## src/rtl/ofm_rd_pkg.sv

```systemverilog
// Shared constants and types for the layer-2 Ofm read side.
package ofm_rd_pkg;

  localparam int unsigned ADDR_W         = 8;
  localparam int unsigned BYTE_W         = 8;
  localparam int unsigned BYTES_PER_WORD = 4;

  localparam int unsigned LANE_CNT = 4;
  localparam int unsigned LANE1    = 0;
  localparam int unsigned LANE2    = 1;
  localparam int unsigned LANE3    = 2;
  localparam int unsigned LANE4    = 3;

  typedef enum logic [1:0] {
    IDLE,
    FILL,
    DRAIN,
    FIN
  } state_t;

endpackage

```

## src/rtl/ofm_byte_packer.sv

```systemverilog
// One lane's byte pack slots plus the output word register.
module ofm_byte_packer #(
  parameter int unsigned BYTE_W         = ofm_rd_pkg::BYTE_W,
  parameter int unsigned BYTES_PER_WORD = ofm_rd_pkg::BYTES_PER_WORD,
  parameter int unsigned IDX_W          = $clog2(ofm_rd_pkg::BYTES_PER_WORD)
) (
  input  logic                             clk,
  input  logic                             rst,
  input  logic                             clear,
  input  logic                             cap_en,
  input  logic [IDX_W-1:0]                 cap_idx,
  input  logic [BYTE_W-1:0]                din,
  input  logic                             load,
  output logic [BYTE_W*BYTES_PER_WORD-1:0] word
);

  logic [BYTE_W*BYTES_PER_WORD-1:0] pack;

  // Slots are zeroed on every load so a short final group reads back with zero upper bytes.
  always_ff @(posedge clk) begin
    if (rst) begin
      pack <= '0;
      word <= '0;
    end else if (load) begin
      word <= pack;
      pack <= '0;
    end else if (clear) begin
      pack <= '0;
    end else if (cap_en) begin
      for (int unsigned k = 0; k < BYTES_PER_WORD; k++) begin
        if (cap_idx == IDX_W'(k)) pack[k*BYTE_W +: BYTE_W] <= din;
      end
    end
  end

endmodule

```

## src/rtl/ofm_word_reader.sv

```systemverilog
// Sweeps the four Ofm byte memories in lockstep and emits packed 32-bit words per lane.
module ofm_word_reader #(
  parameter int unsigned ADDR_W         = ofm_rd_pkg::ADDR_W,
  parameter int unsigned BYTE_W         = ofm_rd_pkg::BYTE_W,
  parameter int unsigned BYTES_PER_WORD = ofm_rd_pkg::BYTES_PER_WORD
) (
  input  logic                             clk,
  input  logic                             rst,
  input  logic                             start,
  input  logic [ADDR_W:0]                  numBytes,
  output logic                             rden,
  output logic [ADDR_W-1:0]                rdaddr,
  input  logic [BYTE_W-1:0]                rdData1,
  input  logic [BYTE_W-1:0]                rdData2,
  input  logic [BYTE_W-1:0]                rdData3,
  input  logic [BYTE_W-1:0]                rdData4,
  output logic [BYTE_W*BYTES_PER_WORD-1:0] Dataofm1,
  output logic [BYTE_W*BYTES_PER_WORD-1:0] Dataofm2,
  output logic [BYTE_W*BYTES_PER_WORD-1:0] Dataofm3,
  output logic [BYTE_W*BYTES_PER_WORD-1:0] Dataofm4,
  output logic                             dataValid,
  input  logic                             dataReady,
  output logic                             busy,
  output logic                             done
);
  import ofm_rd_pkg::*;

  localparam int unsigned WORD_W = BYTE_W * BYTES_PER_WORD;
  localparam int unsigned IDX_W  = $clog2(BYTES_PER_WORD);
  localparam int unsigned CNT_W  = IDX_W + 1;
  localparam logic [CNT_W-1:0] GRP_N = CNT_W'(BYTES_PER_WORD);

  state_t            state, state_nx;
  logic [ADDR_W:0]   num_q;
  logic [ADDR_W:0]   num_m1;
  logic [ADDR_W-1:0] addr;
  logic [CNT_W-1:0]  iss_grp;
  logic [CNT_W-1:0]  cap_idx;
  logic              issued_all;
  logic              pend;
  logic              pend_last;
  logic              last_capt;
  logic              out_valid;
  logic              done_q;
  logic              grp_full;
  logic              at_last;
  logic              issue;
  logic              transfer;
  logic              accept;
  logic              start_go;

  assign num_m1   = num_q - 1'b1;
  assign at_last  = ({1'b0, addr} == num_m1);
  assign accept   = out_valid && dataReady;
  // A group closes on its 4th byte, or early once the sweep's final byte has landed.
  assign grp_full = (cap_idx == GRP_N) || (last_capt && (cap_idx != '0));

  always_comb begin
    state_nx = state;
    issue    = 1'b0;
    transfer = 1'b0;
    start_go = 1'b0;
    case (state)
      IDLE: begin
        if (start) begin
          start_go = 1'b1;
          state_nx = (numBytes == '0) ? FIN : FILL;
        end
      end
      FILL: begin
        issue    = (iss_grp < GRP_N) && !issued_all && !grp_full;
        transfer = grp_full && (!out_valid || dataReady);
        if (transfer && last_capt) state_nx = DRAIN;
      end
      DRAIN: begin
        if (accept) state_nx = FIN;
      end
      FIN: begin
        state_nx = IDLE;
      end
      default: state_nx = IDLE;
    endcase
  end

  always_ff @(posedge clk) begin
    if (rst) begin
      state      <= IDLE;
      num_q      <= '0;
      addr       <= '0;
      iss_grp    <= '0;
      cap_idx    <= '0;
      issued_all <= 1'b0;
      pend       <= 1'b0;
      pend_last  <= 1'b0;
      last_capt  <= 1'b0;
      out_valid  <= 1'b0;
      done_q     <= 1'b0;
    end else begin
      state     <= state_nx;
      done_q    <= (state == FIN);
      pend      <= issue;
      pend_last <= issue && at_last;
      if (start_go) begin
        num_q      <= numBytes;
        addr       <= '0;
        iss_grp    <= '0;
        cap_idx    <= '0;
        issued_all <= 1'b0;
        last_capt  <= 1'b0;
      end else begin
        if (issue) begin
          iss_grp <= iss_grp + 1'b1;
          // Hold the address on the final byte rather than wrapping past it.
          if (at_last) issued_all <= 1'b1;
          else         addr       <= addr + 1'b1;
        end
        if (pend) begin
          cap_idx <= cap_idx + 1'b1;
          if (pend_last) last_capt <= 1'b1;
        end
        if (transfer) begin
          iss_grp <= '0;
          cap_idx <= '0;
        end
      end
      if (transfer)    out_valid <= 1'b1;
      else if (accept) out_valid <= 1'b0;
    end
  end

  logic [BYTE_W-1:0] lane_in   [LANE_CNT];
  logic [WORD_W-1:0] lane_word [LANE_CNT];

  assign lane_in[LANE1] = rdData1;
  assign lane_in[LANE2] = rdData2;
  assign lane_in[LANE3] = rdData3;
  assign lane_in[LANE4] = rdData4;

  for (genvar g = 0; g < LANE_CNT; g++) begin : g_lane
    ofm_byte_packer #(
      .BYTE_W        (BYTE_W),
      .BYTES_PER_WORD(BYTES_PER_WORD),
      .IDX_W         (IDX_W)
    ) u_packer (
      .clk    (clk),
      .rst    (rst),
      .clear  (start_go),
      .cap_en (pend),
      .cap_idx(cap_idx[IDX_W-1:0]),
      .din    (lane_in[g]),
      .load   (transfer),
      .word   (lane_word[g])
    );
  end

  assign Dataofm1  = lane_word[LANE1];
  assign Dataofm2  = lane_word[LANE2];
  assign Dataofm3  = lane_word[LANE3];
  assign Dataofm4  = lane_word[LANE4];
  assign rden      = issue;
  assign rdaddr    = addr;
  assign dataValid = out_valid;
  assign busy      = (state != IDLE);
  assign done      = done_q;

endmodule

```

## config.mk

```make
export PLATFORM = sky130hd
export DESIGN_NAME = ofm_word_reader
export DESIGN_NICKNAME = d
export VERILOG_FILES = /design/src/rtl/ofm_rd_pkg.sv /design/src/rtl/ofm_byte_packer.sv /design/src/rtl/ofm_word_reader.sv
export SDC_FILE = /design/constraint.sdc
export NUM_CORES = 1
export LEC_CHECK = 0
export ABC_AREA = 0
export BUFFER_PORTS_ARGS = -buffer_cell sky130_fd_sc_hd__buf_4
export CORE_AREA = 2 2 183 221
export CTS_CLUSTER_DIAMETER = 60
export DETAILED_ROUTE_END_ITERATION = 8
export DIE_AREA = 0 0 185 223
export PLACE_DENSITY = 0.52
export SYNTH_ARGS = -nofsm -noshare
export SYNTH_HDL_FRONTEND = slang
export SYNTH_SLANG_ARGS = --single-unit
```

## constraint.sdc

```tcl
create_clock -name clk -period 2.8 [get_ports clk]
set_input_delay 0.56 -clock clk [delete_from_list [all_inputs] [get_ports clk]]
set_output_delay 0.56 -clock clk [all_outputs]
set_load 0.01 [all_outputs]
```

### Word level (Yosys, flattened, before mapping)

Cells that the tools add are included.

* add/subtract/negate cells: 4
* order comparisons: 1
* equality and inequality tests: 11
* multiplexer cells: 11
* bitwise gates (word level): 1
* reduce and logical (&&, ||, !) cells: 28

Operator list (count)
* $reduce_and A2 Y1: 7
* $eq A8 B9 Y1: 1
* $logic_not A9 Y1: 1
* $sub A9 B1 Y9 const B: 1
* $add A8 B1 Y8 const B: 1
* $eq A2 B2 Y1 const B: 4
* $mux W2: 4
* $pmux W2 S4: 1
* $logic_and A1 B1 Y1: 7
* $add A3 B1 Y3 const B: 2
* $mux W1: 6
* $ne A2 B2 Y1 const B: 3
* $eq A2 B1 Y1 const B: 2
* $logic_not A2 Y1: 2
* $reduce_bool A2 Y1: 2
* $eq A3 B3 Y1 const B: 1
* $logic_not A1 Y1: 3
* $lt A3 B3 Y1 const B: 1
* $reduce_and A3 Y1: 1
* $reduce_bool A3 Y1: 1
* $reduce_or A3 Y1: 1
* $logic_or A1 B1 Y1: 2
* $reduce_or A2 Y1: 1
* $not A1 Y1: 1

* flip-flop bits (word level): 287
* input bits: 45
* output and inout port bits: 140
* logic and storage cells: 87

### Longest topological paths before layout

* depth after elaboration: 7
* depth in mapped cells: 10
* gate-level depth less buffers: 8

### Hierarchy

Synthesis repeated with hierarchy kept, for this count alone.

* cells, all modules: 1127
* area, all modules: 12225.5 µm²

By module, submodules not included
* ofm_byte_packer: times used 4, cells each 227, area an instance 2597.5 µm², sequential area each 1281.2 µm²
* ofm_word_reader: times used 1, cells each 219, area an instance 1835.5 µm², sequential area each 620.6 µm²

### Worst setup path before layout

No wires, ideal clock.

* path kind: register to output
* start: reg cap_idx[0]
* end: out rden
* data arrival time: 1.857 ns
* data required time: 2.240 ns
* slack: 0.383 ns
* stages on the path, launching flop included: 7
* buffers on the path: 1
* path through: dfxtp_1 -> inv_1 -> ha_1 -> mux2_2 -> or4b_2 -> buf_2 -> inv_2

* longest elaborated chain between the ends: 6
* elaborated cells between the ends (all ways): 7
* those cells by class: 1 x eq/ne; 1 x mux; 5 x reduce/logical

RTL lines
* start, declared: RTL line ofm_word_reader.sv:38 `logic [CNT_W-1:0] cap_idx;`
* start signal, assigned: RTL line ofm_word_reader.sv:118 `cap_idx <= cap_idx + 1'b1;`
* $reduce_bool A3 Y1: RTL line ofm_word_reader.sv:56 `assign grp_full = (cap_idx == GRP_N) || (last_capt && (cap_idx != '0));`
* $logic_and A1 B1 Y1: RTL line ofm_word_reader.sv:56
* $logic_or A1 B1 Y1 (*): RTL line ofm_word_reader.sv:56
* $logic_not A1 Y1 (*): RTL line ofm_word_reader.sv:71 `issue = (iss_grp < GRP_N) && !issued_all && !grp_full;`
* $logic_and A1 B1 Y1 (*): RTL line ofm_word_reader.sv:71
* $mux W1 (*): RTL line ofm_word_reader.sv:63 `case (state)`
* end, declared: RTL line ofm_word_reader.sv:11 `output logic rden,`

Mark *: on every way between the ends. The rest lies on a longest branch, timed or not.

### Worst setup path in the final report

Same ends and word-level chain as after synthesis.

==> flow_summary_export.csv <==
group,metric,value,unit
run_status,outcome,"finished clean",
routing,routedWlPerCell,16.0,um
clock_tree,clk_pin_slew,60,ps
clock_tree,cts_max_path_buffers,3,
place,dp_hpwl,20.0,mm
power_and_ir_drop,swShare,27.3,%
synthesis,syn_area_per_cell,7.90,um2
global_route,overflow,0,
setup_path,endpoint_kind,"output pin",
routing,wl,32.4,mm
synthesis,synth_edf_count,0,
global_route,grt_pass1_vias,8910,
floorplan,die_y,223,um
clock_tree,root_buffer,"clkbuf_16",
floorplan,initial_utilization,26.7,%
power_and_ir_drop,p_leak,4.86,nW
power_and_ir_drop,p_clk_share,44.6,%
synthesis,ys_warn_count,0,
routing,firstDrtPassIters,5,
power_and_ir_drop,powerDensity,730,nW/um2
global_route,antenna_found_initial,1,
setup_path,cp-start-kind,"flop",
power_and_ir_drop,cellInternalPower,7.20,mW
power_and_ir_drop,pwr-share-comb,12.0,%
synthesis,yosysUniqueCellTypes,49,
layout,postLayoutCoreUtil,34.5,%
routing,via_per_inst,4.48,
sta,rsz0062_at_grt,"false",
synthesis,netlist_area,10500,um2
floorplan,die_area,41300,um2
sta,drv_slew,0,
sta,skew,19.6,ps
floorplan,core,39200,um2
routing,num_vias,9098,
clock_tree,hold_buffers,0,
synthesis,syn_nets,1383,
floorplan,ios,185,
clock_tree,tritoncts,"done",
sta,tightest_slew,967,ps
global_route,grt_max_degree,92,
setup_path,critical_path_required,2240,ps
floorplan,die_w,185,um
clock_tree,numCtsBuffers,35,
routing,route.antenna.remaining_nets,0,
synthesis,yosysSeqAreaShare,54.9,%
floorplan,num_rows,80,
flow_run,drv_cap,0,
synthesis,ys_dominant_reg_cell,"dfxtp_1",
clock_tree,insertion_delay,520,ps
sta,finalCriticalPeriod,2720,ps
setup_path,arrival,2160,ps
routing,drt_iter0_markers,366,
sta,setup-tns-final,0,ps
clock_tree,h-tree-depth,2,
global_route,grt_usage,15.6,%
setup_path,crit_type,"flop to output pin",
sta,setup_violations,0,
sta,max_slew_margin,35.6,%
power_and_ir_drop,peakVddDrop,0.000465,V
layout,fillers,4224,
layout,area_delta_synth_final,29.4,%
synthesis,ys_seq_elements,287,
synthesis,syn_inst,1326,
sta,period_share,97.0,%
place,place_congestion,0.780,
global_route,grt_pass1_wl,50.5,mm
layout,diodes,0,
sta,hold_viol_final,0,
power_and_ir_drop,p_sw,2.70,mW
power_and_ir_drop,seqPwrFrac,43.3,%
min_path,hp-class,"input pin to flop",
layout,nets,1529,
layout,drive_above_1_share,19.4,%
place,place.port_buffers,184,
routing,drcViolationCount,0,
sta,fmax,368,MHz
setup_path,crit_fanout,4,
synthesis,postSynth.asyncResetShare,0,%
clock_tree,cts_num_sinks,287,
## Yosys cell counts (2+ instances only)
cell type / count / area (um2)
nand2_1: 552 / 2070
dfxtp_1: 287 / 5750
a21oi_1: 276 / 1380
clkbuf_1: 82 / 308
ha_1: 12 / 150
nor2_1: 11 / 41.3
mux2i_1: 9 / 90.1
xnor2_1: 9 / 78.8
buf_1: 7 / 26.3
inv_1: 7 / 26.3
or3_1: 7 / 43.8
nor3_1: 6 / 30.0
and2_1: 5 / 31.3
nand2b_1: 5 / 31.3
nand3_1: 5 / 25.0
xor2_1: 4 / 35.0
buf_6: 3 / 33.8
nand4_1: 3 / 18.8
nor4_1: 3 / 18.8
a211oi_1: 2 / 15.0
and3_2: 2 / 15.0
o21ai_0: 2 / 10.0
## state kept, by name (all words and copies together), names as in the netlist
name,count
last_capt,1
rdaddr,8
done,1
issued_all,1
state,2
pend_last,1
g_lane.u_packer.word,128
pend,1
num_q,9
g_lane.u_packer.pack,128
cap_idx,3
dataValid,1
iss_grp,3
## kinds of logic after synthesis
family | synth area share [%]
AND/OR/NAND/NOR | 23.3
XOR/XNOR | 1.09
AO/OA/AOI/OAI | 14.3
flip-flops | 54.9
buffers and inverters | 4.05
multiplexers | 0.968
adder cells (fa/ha/maj) | 1.43
## cell usage in the layout (no fill, tap or decap), types with 2 or more instances in the layout
cell type / instances
inv_1: 5
clkbuf_8: 7
nand3_1: 4
buf_12: 6
dfxtp_1: 285
nand4_1: 3
clkbuf_1: 7
o21ai_0: 2
clkbuf_16: 36
nor3_1: 6
xor2_1: 4
inv_8: 4
nor2_1: 11
nand2b_1: 5
xnor2_1: 9
nand2_1: 547
buf_4: 198
inv_6: 3
and2_2: 4
or3_1: 7
ha_1: 11
a21oi_1: 276
mux2i_1: 9
nand2_2: 5
and3_2: 2
a211oi_1: 2
nor4_1: 3
clkinv_2: 4
## power groups by stage
stage / registers (mW) / clock network [mW] / logic, mW
finish: 4.29 / 4.42 / 1.19
global route: 4.30 / 4.72 / 1.32
CTS: 4.29 / 4.56 / 1.21
detailed placement: 4.38 / 0 / 1.17
global placement: 4.37 / 0 / 1.16
floorplan: 4.34 / 0 / 0.759
## worst paths after layout
| check | slack, ps | end | depth (start not counted) | startpoint |
|---|---|---|---|---|
| worst max-delay path | 80 | rden | 6 | cap_idx[0]$_SDFFE_PP0P_ |
| worst min-delay path | 310 | g_lane[3].u_packer.pack[22]$_SDFFE_PP0P_ | 3 | rdData4[6] |
| worst max register to register | 320 | rdaddr[7]$_SDFFE_PP0P_ | 8 | num_q[0]$_SDFFE_PP0P_ |
| worst min register to register | 440 | g_lane[2].u_packer.word[23]$_SDFFE_PP0P_ | 2 | g_lane[2].u_packer.pack[23]$_SDFFE_PP0P_ |
## per-layer routing
layer | share of wire, % | up-vias | track usage, % | routed length [um]
li1 | - | 4600 | - | -
met1 | 45 | 4295 | 20.1 | 14700
met2 | 48 | 161 | 26.6 | 15700
met3 | 4.3 | 40 | 2.84 | 1390
met4 | 2.0 | 2 | 4.63 | 645
met5 | 0.049 | - | 0 | 16
## worst max-delay path: stages (launching register included)
cell and delay [ps]:
dfxtp_4 380, inv_4 40, ha_4 170, mux2_4 310, or4b_4 550, clkinv_4 80
buf_4 110
## final cells by class
cell class	count	area, um2	area share, %
clock buffer	50	1020	7.55
clock inverter	12	108	0.794
inverter	8	37.5	0.277
multi-input combinational	936	4360	32.2
sequential	287	5750	42.4
tap	533	667	4.92
timing repair buffer	204	1610	11.9
## stage by stage
stage / area (um2) / power [mW] / cells / worst slack, ps / hold WS [ps]
2_1_floorplan: 10500 / 5.10 / 1326 / 383 / 430
3_3_place_gp: 12400 / 5.53 / 1965 / 232 / 436
3_5_place_dp: 12400 / 5.55 / 1965 / 221 / 444
4_1_cts: 13500 / 10.1 / 2028 / 25.2 / 277
5_1_grt: 13600 / 10.3 / 2030 / 16.7 / 291
6_report: 13600 / 9.90 / 2030 / 83.4 / 309
## what timing repair did
| item | in CTS | in global routing |
|---|---|---|
| gates resized for setup | 9 | 4 |
| pin swaps | 1 | 1 |
| endpoints found under the setup margin | 1 | 1 |
| buffers inserted | 1 | 2 |
Power figures use the tool's default switching activity.
